`src/rtl/mem_lsu_pkg.sv`:
```
// Shared widths, opcodes and LSU state encodings for the memory-stage load/store unit.
package mem_lsu_pkg;
  localparam int RegBus      = 32;
  localparam int RegAddrBus  = 5;
  localparam int AluOpBus    = 8;
  localparam int InstAddrBus = 32;

  localparam logic                  Enable     = 1'b1;
  localparam logic                  Disable    = 1'b0;
  localparam logic [RegBus-1:0]     ZeroWord   = '0;
  localparam logic [RegAddrBus-1:0] NOPRegAddr = '0;

  localparam logic [AluOpBus-1:0] EXE_ADD_OP = 8'b00100000;
  localparam logic [AluOpBus-1:0] EXE_LB_OP  = 8'b11100000;
  localparam logic [AluOpBus-1:0] EXE_LBU_OP = 8'b11100100;
  localparam logic [AluOpBus-1:0] EXE_LH_OP  = 8'b11100001;
  localparam logic [AluOpBus-1:0] EXE_LHU_OP = 8'b11100101;
  localparam logic [AluOpBus-1:0] EXE_LW_OP  = 8'b11100011;
  localparam logic [AluOpBus-1:0] EXE_SB_OP  = 8'b11101000;
  localparam logic [AluOpBus-1:0] EXE_SH_OP  = 8'b11101001;
  localparam logic [AluOpBus-1:0] EXE_SW_OP  = 8'b11101011;

  localparam logic [1:0] LSU_IDLE = 2'd0;
  localparam logic [1:0] LSU_BUSY = 2'd1;
  localparam logic [1:0] LSU_DONE = 2'd2;

  function automatic logic is_load(input logic [AluOpBus-1:0] op);
    return op inside {EXE_LB_OP, EXE_LBU_OP, EXE_LH_OP, EXE_LHU_OP, EXE_LW_OP};
  endfunction

  function automatic logic is_store(input logic [AluOpBus-1:0] op);
    return op inside {EXE_SB_OP, EXE_SH_OP, EXE_SW_OP};
  endfunction
endpackage

```
`src/rtl/mem_lsu_if.sv`:
```
// Single-outstanding req/ack data bus between the LSU (master) and memory (slave).
interface mem_lsu_if;
  import mem_lsu_pkg::*;
  logic              req;
  logic              we;
  logic [RegBus-1:0] addr;
  logic [3:0]        sel;
  logic [RegBus-1:0] wdata;
  logic [RegBus-1:0] rdata;
  logic              ack;

  modport master (output req, we, addr, sel, wdata, input rdata, ack);
  modport slave  (input req, we, addr, sel, wdata, output rdata, ack);
endinterface

```
`src/rtl/mem_lsu_lane.sv`:
```
// Byte-lane steering: big-endian select, store replication and load extension.
module mem_lsu_lane
  import mem_lsu_pkg::*;
(
  input  logic [AluOpBus-1:0] aluop,
  input  logic [1:0]          addr_lo,
  input  logic [RegBus-1:0]   st_data,
  input  logic [RegBus-1:0]   rdata,
  output logic [3:0]          sel,
  output logic [RegBus-1:0]   st_word,
  output logic [RegBus-1:0]   ld_word
);
  logic [7:0]  ld_b;
  logic [15:0] ld_h;

  always_comb begin
    // lane 0 of the address is the most significant byte
    case (addr_lo)
      2'b00:   ld_b = rdata[31:24];
      2'b01:   ld_b = rdata[23:16];
      2'b10:   ld_b = rdata[15:8];
      default: ld_b = rdata[7:0];
    endcase
    ld_h = addr_lo[1] ? rdata[15:0] : rdata[31:16];

    sel     = 4'b0000;
    st_word = st_data;
    ld_word = rdata;
    case (aluop)
      EXE_LB_OP:  begin sel = 4'b1000 >> addr_lo; ld_word = {{24{ld_b[7]}}, ld_b}; end
      EXE_LBU_OP: begin sel = 4'b1000 >> addr_lo; ld_word = {24'b0, ld_b}; end
      EXE_LH_OP:  begin sel = addr_lo[1] ? 4'b0011 : 4'b1100; ld_word = {{16{ld_h[15]}}, ld_h}; end
      EXE_LHU_OP: begin sel = addr_lo[1] ? 4'b0011 : 4'b1100; ld_word = {16'b0, ld_h}; end
      EXE_LW_OP:  sel = 4'b1111;
      EXE_SB_OP:  begin sel = 4'b1000 >> addr_lo; st_word = {4{st_data[7:0]}}; end
      EXE_SH_OP:  begin sel = addr_lo[1] ? 4'b0011 : 4'b1100; st_word = {2{st_data[15:0]}}; end
      EXE_SW_OP:  sel = 4'b1111;
      default:    ;
    endcase
  end
endmodule

```
`src/rtl/mem_lsu.sv`:
```
// Memory-stage LSU: passes ALU results to MEM/WB and runs one bus transaction per load/store.
module mem_lsu
  import mem_lsu_pkg::*;
(
  input  logic                   clk,
  input  logic                   rst,
  input  logic [InstAddrBus-1:0] pc_i,
  input  logic [RegAddrBus-1:0]  wd_i,
  input  logic                   wreg_i,
  input  logic [RegBus-1:0]      wdata_i,
  input  logic                   whilo_i,
  input  logic [RegBus-1:0]      hi_i,
  input  logic [RegBus-1:0]      lo_i,
  input  logic [AluOpBus-1:0]    aluop_i,
  input  logic [RegBus-1:0]      mem_addr_i,
  input  logic [RegBus-1:0]      mem_data_i,
  input  logic [5:0]             stall,
  output logic [InstAddrBus-1:0] pc_o,
  output logic [RegAddrBus-1:0]  wd_o,
  output logic                   wreg_o,
  output logic [RegBus-1:0]      wdata_o,
  output logic                   whilo_o,
  output logic [RegBus-1:0]      hi_o,
  output logic [RegBus-1:0]      lo_o,
  output logic                   stallreq_o,
  mem_lsu_if.master              bus
);
  logic [1:0]        state;
  logic [RegBus-1:0] rdata_q;
  logic              ld_op, mem_op;
  logic [3:0]        lane_sel;
  logic [RegBus-1:0] lane_st, lane_ld;
  logic              unused_stall;

  assign ld_op        = is_load(aluop_i);
  assign mem_op       = ld_op | is_store(aluop_i);
  assign unused_stall = ^{stall[5], stall[3:0]};

  mem_lsu_lane u_lane (
    .aluop   (aluop_i),
    .addr_lo (mem_addr_i[1:0]),
    .st_data (mem_data_i),
    .rdata   (bus.rdata),
    .sel     (lane_sel),
    .st_word (lane_st),
    .ld_word (lane_ld)
  );

  always_comb begin
    pc_o       = ZeroWord;
    wd_o       = NOPRegAddr;
    wreg_o     = Disable;
    wdata_o    = ZeroWord;
    whilo_o    = Disable;
    hi_o       = ZeroWord;
    lo_o       = ZeroWord;
    stallreq_o = Disable;
    if (rst != Enable) begin
      pc_o       = pc_i;
      wd_o       = wd_i;
      wreg_o     = wreg_i;
      whilo_o    = whilo_i;
      hi_o       = hi_i;
      lo_o       = lo_i;
      wdata_o    = (state == LSU_DONE && ld_op) ? rdata_q : wdata_i;
      stallreq_o = (state == LSU_IDLE && mem_op) || (state == LSU_BUSY);
    end
  end

  always_ff @(posedge clk) begin
    if (rst == Enable) begin
      state     <= LSU_IDLE;
      rdata_q   <= ZeroWord;
      bus.req   <= 1'b0;
      bus.we    <= 1'b0;
      bus.addr  <= ZeroWord;
      bus.sel   <= 4'b0000;
      bus.wdata <= ZeroWord;
    end else begin
      case (state)
        LSU_IDLE: if (mem_op) begin
          bus.req   <= 1'b1;
          bus.we    <= ~ld_op;
          bus.addr  <= {mem_addr_i[31:2], 2'b00};
          bus.sel   <= lane_sel;
          bus.wdata <= lane_st;
          state     <= LSU_BUSY;
        end
        LSU_BUSY: if (bus.ack) begin
          bus.req <= 1'b0;
          bus.we  <= 1'b0;
          if (ld_op) rdata_q <= lane_ld;
          state   <= LSU_DONE;
        end
        // result is held until the pipeline lets the instruction leave MEM
        LSU_DONE: if (stall[4] == Disable) state <= LSU_IDLE;
        default:  state <= LSU_IDLE;
      endcase
    end
  end
endmodule

```
`src/flat_wrapper.sv`:
```
// flat-port wrapper written by rule: the top's interface ports become plain ports
module mem_lsu_flat import mem_lsu_pkg::*;
  (clk, rst, pc_i, wd_i, wreg_i, wdata_i, whilo_i, hi_i, lo_i, aluop_i, mem_addr_i, mem_data_i, stall, pc_o, wd_o, wreg_o, wdata_o, whilo_o, hi_o, lo_o, stallreq_o, bus_req, bus_we, bus_addr, bus_sel, bus_wdata, bus_rdata, bus_ack);
  mem_lsu_if bus_i ();
  input  logic clk;
  input  logic rst;
  input  logic [InstAddrBus-1:0] pc_i;
  input  logic [RegAddrBus-1:0] wd_i;
  input  logic wreg_i;
  input  logic [RegBus-1:0] wdata_i;
  input  logic whilo_i;
  input  logic [RegBus-1:0] hi_i;
  input  logic [RegBus-1:0] lo_i;
  input  logic [AluOpBus-1:0] aluop_i;
  input  logic [RegBus-1:0] mem_addr_i;
  input  logic [RegBus-1:0] mem_data_i;
  input  logic [5:0] stall;
  output logic [InstAddrBus-1:0] pc_o;
  output logic [RegAddrBus-1:0] wd_o;
  output logic wreg_o;
  output logic [RegBus-1:0] wdata_o;
  output logic whilo_o;
  output logic [RegBus-1:0] hi_o;
  output logic [RegBus-1:0] lo_o;
  output logic stallreq_o;
  output wire logic [$bits(bus_i.req)-1:0] bus_req;
  output wire logic [$bits(bus_i.we)-1:0] bus_we;
  output wire logic [$bits(bus_i.addr)-1:0] bus_addr;
  output wire logic [$bits(bus_i.sel)-1:0] bus_sel;
  output wire logic [$bits(bus_i.wdata)-1:0] bus_wdata;
  input wire logic [$bits(bus_i.rdata)-1:0] bus_rdata;
  input wire logic [$bits(bus_i.ack)-1:0] bus_ack;
  assign bus_req = bus_i.req;
  assign bus_we = bus_i.we;
  assign bus_addr = bus_i.addr;
  assign bus_sel = bus_i.sel;
  assign bus_wdata = bus_i.wdata;
  assign bus_i.rdata = bus_rdata;
  assign bus_i.ack = bus_ack;
  mem_lsu u_core (.clk(clk), .rst(rst), .pc_i(pc_i), .wd_i(wd_i), .wreg_i(wreg_i), .wdata_i(wdata_i), .whilo_i(whilo_i), .hi_i(hi_i), .lo_i(lo_i), .aluop_i(aluop_i), .mem_addr_i(mem_addr_i), .mem_data_i(mem_data_i), .stall(stall), .pc_o(pc_o), .wd_o(wd_o), .wreg_o(wreg_o), .wdata_o(wdata_o), .whilo_o(whilo_o), .hi_o(hi_o), .lo_o(lo_o), .stallreq_o(stallreq_o), .bus(bus_i));
endmodule
```
`config.mk`:
```
export PLATFORM = sky130hd
export DESIGN_NAME = mem_lsu_flat
export DESIGN_NICKNAME = d
export VERILOG_FILES = /design/src/rtl/mem_lsu_pkg.sv /design/src/rtl/mem_lsu_if.sv /design/src/rtl/mem_lsu_lane.sv /design/src/rtl/mem_lsu.sv /design/src/flat_wrapper.sv
export SDC_FILE = /design/constraint.sdc
export NUM_CORES = 1
export LEC_CHECK = 0
export BUFFER_PORTS_ARGS = -buffer_cell sky130_fd_sc_hd__buf_2
export CAP_MARGIN = 15
export CORE_AREA = 2 2 175 177
export CTS_CLUSTER_DIAMETER = 30
export DETAILED_ROUTE_END_ITERATION = 12
export DIE_AREA = 0 0 177 179
export GPL_ROUTABILITY_DRIVEN = 0
export SLEW_MARGIN = 30
export SYNTH_ARGS = -nofsm -noshare
export SYNTH_HDL_FRONTEND = slang
export SYNTH_HIERARCHICAL = 1
export SYNTH_SLANG_ARGS = --single-unit
```
`constraint.sdc`:
```
create_clock -name clk -period 4.9 [get_ports clk]
set_input_delay 0 -clock clk [delete_from_list [all_inputs] [get_ports clk]]
set_output_delay 0 -clock clk [all_outputs]
set_load 0.02 [all_outputs]
```
# == After elaboration in Yosys (flattened, before gate mapping) ==
# Index checks and enable logic that the tools add are counted.
# word_totals
ff_bits,102
latch_bits,0
ram_bits,0
rom_bits,0
input_bits,248
out_inout_bits,206
memories,0
# op_classes
n_addsub,0
multipliers,0
div_mod_pow,0
n_lt_le_gt_ge,0
eq_ne,15
shift,1
muxes,24
n_bitwise,2
n_reduce_logical,15
# ops
cell,n
$mux W32,5
$pmux W32 S4,1
$eq A8 B8 Y1 const B,8
$pmux W32 S2,1
$pmux W8 S3,1
$mux W16,1
$pmux W4 S3,1
$reduce_and A3 Y1,3
$mux W1,6
$mux W2,3
$pmux W2 S3,1
$reduce_or A3 Y1,2
$mux W5,1
$reduce_bool A5 Y1,1
$eq A2 B1 Y1 const B,2
$eq A2 B2 Y1 const B,2
$logic_not A2 Y1,2
$mux W4,1
$ne A2 B2 Y1 const B,2
$pmux W1 S2,2
$shr A4 B2 Y4 const A,1
$reduce_bool A3 Y1,1
$logic_and A1 B1 Y1,2
$ne A2 B1 Y1 const B,1
6 further kinds,6

# == Longest topological paths before layout ==
# depth
word_depth,6
depth_mapped,9
ltp_nobuf,5

# == Hierarchy ==
# The synthesis kept the hierarchy.
# modules_own_cells
mod,n_inst,cells_per_inst,area_each_um2,seq_area_each_um2
mem_lsu,1,572,4901.0,2042.0
mem_lsu_lane,1,191,1614.0,0.0

# == Least setup slack after synthesis ==
# No wires, ideal clock.
# synth_timing
kind,input to register
startpoint,input port aluop_i[2]
endpoint,register u_core.bus.wdata[20]
arrival_ns,1.506
t_required_ns,4.772
path_slack_ns,3.267
cell_stages,6
cell_sequence,clkbuf_1 -> nor4b_2 -> buf_4 -> mux2_2 -> mux2i_1 -> nor2_1
# synth_between
elab_cells_between_ends,13
classes_between,eq/ne (8); mux (1); bitwise (1); reduce/logical (3)
# synth_rtl
item,line_no,rtl
start: declaration,flat_wrapper.sv:14,input logic [AluOpBus-1:0] aluop_i;
$eq A8 B8 Y1,mem_lsu_lane.sv:29,case (aluop)
$pmux W32 S2 (*),mem_lsu_lane.sv:29,
named net u_core.lane_st[20],mem_lsu.sv:32,"logic [RegBus-1:0] lane_st, lane_ld;"
end signal: assignment,mem_lsu.sv:78,bus.wdata <= ZeroWord;
end signal: assignment,mem_lsu.sv:86,bus.wdata <= lane_st;
end: declaration,mem_lsu_if.sv:12,"modport master (output req, we, addr, sel, wdata, input rdata, ack);"
# Mark *: on every way through the listed nets, which the timed path passes. The rest lies on a longest branch.
# A chain may end at the register's enable or synchronous reset.

# == Final worst setup path ==
# layout_timing
startpoint,register u_core.state[0]
endpoint,register u_core.bus.addr[3]
# layout_between
elab_chain_len,2
# layout_lines
item,line_no,rtl
start: declaration,mem_lsu.sv:28,logic [1:0] state;
start signal: assignment,mem_lsu.sv:72,state <= LSU_IDLE;
start signal: assignment,mem_lsu.sv:87,state <= LSU_BUSY;
start signal: assignment,mem_lsu.sv:93,state <= LSU_DONE;
$logic_not A2 Y1,mem_lsu.sv:80,case (state)
$reduce_and A2 Y1 (no line),-,
end signal: assignment,mem_lsu.sv:76,bus.addr <= ZeroWord;
end signal: assignment,mem_lsu.sv:84,"bus.addr <= {mem_addr_i[31:2], 2'b00};"
end: declaration,mem_lsu_if.sv:12,
# No other way between the ends.

==> metrics.txt <==
# TYPE chip_impl_metric gauge
chip_impl_info{name="status",value="complete, no violations"} 1
chip_impl_info{name="grt_setup_unrepaired",value="false"} 1
chip_impl_metric{name="max_fanout_on_critical_path",unit=""} 49
chip_impl_metric{name="drtPass1Iterations",unit=""} 5
chip_impl_metric{name="drive_above_1_share",unit="%"} 43.5
chip_impl_metric{name="power_leakage",unit="nW"} 4.43
chip_impl_metric{name="totalNegativeSetupSlack",unit="ns"} 0
chip_impl_metric{name="first_global_vias",unit=""} 6707
chip_impl_metric{name="area_growth",unit="%"} 48.9
chip_impl_info{name="crit_path_frequent_cell",value="sky130_fd_sc_hd__nor2_1"} 1
chip_impl_info{name="critical_path.startpoint",value="u_core/state[0]$_SDFFE_PP0P_"} 1
chip_impl_metric{name="avg_vias_per_cell",unit=""} 4.48
chip_impl_metric{name="grt_antenna_before_repair",unit=""} 0
chip_impl_metric{name="r2r.worst_path.cells",unit=""} 5
chip_impl_metric{name="setup_skew_after_layout",unit="ns"} 0.00902
chip_impl_metric{name="port_buffers",unit=""} 446
chip_impl_metric{name="mappedNetlistArea",unit="µm²"} 6510
chip_impl_metric{name="grt.overflow.total",unit=""} 0
chip_impl_metric{name="synth.lib_cells_used.distinct",unit=""} 51
chip_impl_metric{name="ys_async_rst_share",unit="%"} 0
chip_impl_metric{name="synth-seq-area-share",unit="%"} 31.3
chip_impl_metric{name="grt_pass1_wl",unit="µm"} 39100
chip_impl_metric{name="final_number_of_hold_violating_endpoints",unit=""} 0
chip_impl_metric{name="first_iter_violations",unit=""} 399
chip_impl_info{name="worstHoldPathType",value="input port to flop"} 1
chip_impl_metric{name="num_io_pins",unit=""} 454
chip_impl_metric{name="worst_skew_pair.late_latency",unit="ns"} 0.36
chip_impl_metric{name="tritoncts_sinks",unit=""} 102
chip_impl_info{name="crit_path_end_kind",value="flop"} 1
chip_impl_metric{name="setup_slack_of_the_most_critical_reg_to_reg_path",unit="ns"} 2.53
chip_impl_metric{name="dieWidth",unit="µm"} 177
chip_impl_metric{name="clkSlewWorstSetupHoldPaths",unit="ns"} 0.08
chip_impl_metric{name="final-max-slew-violation-count",unit=""} 0
chip_impl_metric{name="timing_worst_slew_pin_value",unit="ns"} 0.909
chip_impl_metric{name="vias",unit=""} 7168
chip_impl_metric{name="placeable_area",unit="µm²"} 30000
chip_impl_metric{name="postSynthAreaPerCell",unit="µm²"} 8.54
chip_impl_metric{name="die_h",unit="µm"} 179
chip_impl_metric{name="synth_cells",unit=""} 763
chip_impl_metric{name="ctsLongestPathBuffers",unit=""} 2
chip_impl_metric{name="fmax",unit="GHz"} 0.422
chip_impl_metric{name="htree_levels",unit=""} 3
chip_impl_metric{name="final_cells",unit=""} 1600
chip_impl_info{name="crit_path_start_kind",value="flop"} 1
chip_impl_info{name="timing.setup.critical_path_class",value="flop to flop"} 1
chip_impl_metric{name="worst_ep_required_time",unit="ns"} 5.12
chip_impl_info{name="crit_family",value="simple AND/OR/NAND/NOR gates"} 1
chip_impl_info{name="cp_cell_sequence",value="nor2_1 > and4_4 > buf_4 > mux2i_1 > nor2_1"} 1
chip_impl_metric{name="rows",unit=""} 64
chip_impl_metric{name="maxCapViolations",unit=""} 0
chip_impl_metric{name="arrival_time_at_the_worst_endpoint",unit="ns"} 2.59
chip_impl_metric{name="crit_cells",unit=""} 5
chip_impl_metric{name="finalWirelength",unit="µm"} 27100
chip_impl_metric{name="place.detailed.instances",unit=""} 1538
chip_impl_metric{name="powerDensity",unit="nW/µm²"} 225
chip_impl_metric{name="hpwl",unit="µm"} 20100
chip_impl_metric{name="relative_max_transition_margin",unit="%"} 39.4
chip_impl_info{name="crit_slowest_cell",value="sky130_fd_sc_hd__and4_4"} 1
chip_impl_metric{name="post_cts_hold_buffer_count",unit=""} 45
chip_impl_metric{name="ys.warnings.count",unit=""} 6
chip_impl_metric{name="postSynthRegisterBits",unit=""} 102
chip_impl_metric{name="final_nets",unit=""} 1446
chip_impl_info{name="worst_r2r_startpoint",value="u_core/state[0]$_SDFFE_PP0P_"} 1
chip_impl_info{name="rr_endpoint",value="u_core/bus.addr[3]$_SDFFE_PP0P_"} 1
chip_impl_info{name="crit_end",value="u_core/bus.addr[3]$_SDFFE_PP0P_"} 1
chip_impl_metric{name="initial_core_util",unit="%"} 21.7
chip_impl_metric{name="cp_slowest_stage_delay",unit="ns"} 0.85
chip_impl_metric{name="vdd_ir_drop_max",unit="mV"} 0.168
chip_impl_metric{name="final_worst_path_period_share",unit="%"} 48.3
chip_impl_info{name="cts_tree",value="done"} 1
chip_impl_metric{name="numCtsBuffers",unit=""} 9
chip_impl_metric{name="final-setup-viol-count",unit=""} 0
chip_impl_metric{name="post_cts.repair.setup_buffers",unit=""} 0
chip_impl_info{name="cts-root-buf",value="sky130_fd_sc_hd__clkbuf_16"} 1
chip_impl_metric{name="wl_per_cell",unit="µm"} 16.9
chip_impl_info{name="synthFlopType",value="sky130_fd_sc_hd__dfxtp_1"} 1
chip_impl_metric{name="floorplan.die_area",unit="µm²"} 31700
chip_impl_metric{name="grt_usage",unit="%"} 16.1
chip_impl_metric{name="number_of_synthesized_flops_with_an_enable_pin",unit=""} 0
chip_impl_metric{name="drc",unit=""} 0
chip_impl_metric{name="grt_start_max_net_pins",unit=""} 149
chip_impl_metric{name="finalWorstPathRequiredPeriod",unit="ns"} 2.37
chip_impl_metric{name="post_cts.resized_instances",unit=""} 0
chip_impl_metric{name="antenna_left",unit=""} 0
chip_impl_metric{name="worstPathBufferInverterCount",unit=""} 1
==> worst reg2reg max path: stages (launching register included) <==
cell and delay [ns]:
sky130_fd_sc_hd__dfxtp_1 0.36, sky130_fd_sc_hd__nor2_1 0.19, sky130_fd_sc_hd__and4_4 0.85, sky130_fd_sc_hd__buf_4 0.49, sky130_fd_sc_hd__mux2i_1 0.28, sky130_fd_sc_hd__nor2_1 0.06
==> cell type report <==
class	count	area, µm²
Fill cell	3154	20300
Clock buffer	10	229
Antenna cell	1	2.50
Timing Repair Buffer	501	2770
Multi-Input combinational cell	582	4050
Inverter	2	7.51
Clock inverter	6	103
Tap cell	396	495
Sequential cell	102	2040
==> cell usage after synthesis, types with 9 or more instances <==
cell type	instances	area [µm²]
sky130_fd_sc_hd__mux2_2	34	383
sky130_fd_sc_hd__a21oi_1	44	220
sky130_fd_sc_hd__nand2_1	67	251
sky130_fd_sc_hd__clkbuf_1	43	161
sky130_fd_sc_hd__buf_2	9	45.0
sky130_fd_sc_hd__o2bb2ai_1	16	140
sky130_fd_sc_hd__buf_4	17	128
sky130_fd_sc_hd__o21ai_0	11	55.1
sky130_fd_sc_hd__dfxtp_1	102	2040
sky130_fd_sc_hd__nand2b_1	10	62.6
sky130_fd_sc_hd__nor2_1	106	398
sky130_fd_sc_hd__mux2i_1	98	981
sky130_fd_sc_hd__nor2b_1	107	669
==> power breakdown <==
part           internal, W  switching [W]  leakage [nW]
Clock             0.000459       0.000381         0.160
Sequential        0.000835     0.00000392         0.822
Combinational     0.000224       0.000282          3.45
Total              0.00152       0.000666          4.43
==> logic make-up (layout without fill, tap and decap cells) <==
kind of cell | count (synthesis) | in the layout | share of synthesized area, %
AND/OR/NAND/NOR | 329 | 329 | 26.5
AO/OA/AOI/OAI | 110 | 110 | 11.4
flip-flops | 102 | 102 | 31.3
buffers and inverters | 80 | 519 | 6.66
other | 1 | 3 | 0.0576
multiplexers | 141 | 141 | 24.0
==> layer usage <==
metal  wire length [µm]  share of wire, %  track usage, %
met5                  0                 0               0
met4                164              0.60            2.62
met3               2220               8.2            3.75
met2              12900                48            28.1
met1              11800                44            20.4
==> registers in the layout, indices dropped and copies added (netlist names) <==
register and flops:
u_core/bus.addr 30, u_core/bus.req 1, u_core/bus.we 1, u_core/rdata_q 32, u_core/bus.sel 4, u_core/bus.wdata 32
u_core/state 2
==> per-stage QoR <==
step                hold slack [ns]  util [%]  total power [W]  worst slack (ns)  area [µm²]
floorplan                     0.140         -          0.00113              3.27        6520
global placement              0.232      29.7          0.00133              2.58        8910
detailed placement            0.244      29.7          0.00133              2.56        8910
CTS                         0.00195      32.3          0.00222              2.56        9690
global route                0.00549      32.3          0.00228              2.39        9700
finish                       0.0159      32.3          0.00218              2.53        9700
==> cell usage in the layout (no fill, tap or decap), drive strengths merged, types with 10 or more instances in the layout <==
cell	count
buf	455
a21oi	44
o2bb2ai	16
dfxtp	102
mux2i	98
nand2b	10
nand2	67
o21ai	11
dlygate4sd3	45
nor2b	107
mux2	35
nor2	106
clkbuf	11
==> worst min path at each step <==
| stage | from | to | cells past startpoint |
|---|---|---|---|
| global placement | mem_addr_i[17] | u_core/bus.addr[17]$_SDFFE_PP0P_ | 3 |
| finish | mem_data_i[26] | u_core/bus.wdata[26]$_SDFFE_PP0P_ | 4 |
| detailed placement | mem_addr_i[17] | u_core/bus.addr[17]$_SDFFE_PP0P_ | 3 |
| CTS | mem_data_i[26] | u_core/bus.wdata[26]$_SDFFE_PP0P_ | 4 |
| floorplan | stall[4] | u_core/state[1]$_SDFFE_PP0P_ | 2 |
| global route | mem_data_i[28] | u_core/bus.wdata[28]$_SDFFE_PP0P_ | 4 |
(Power assumes the default switching activity.)
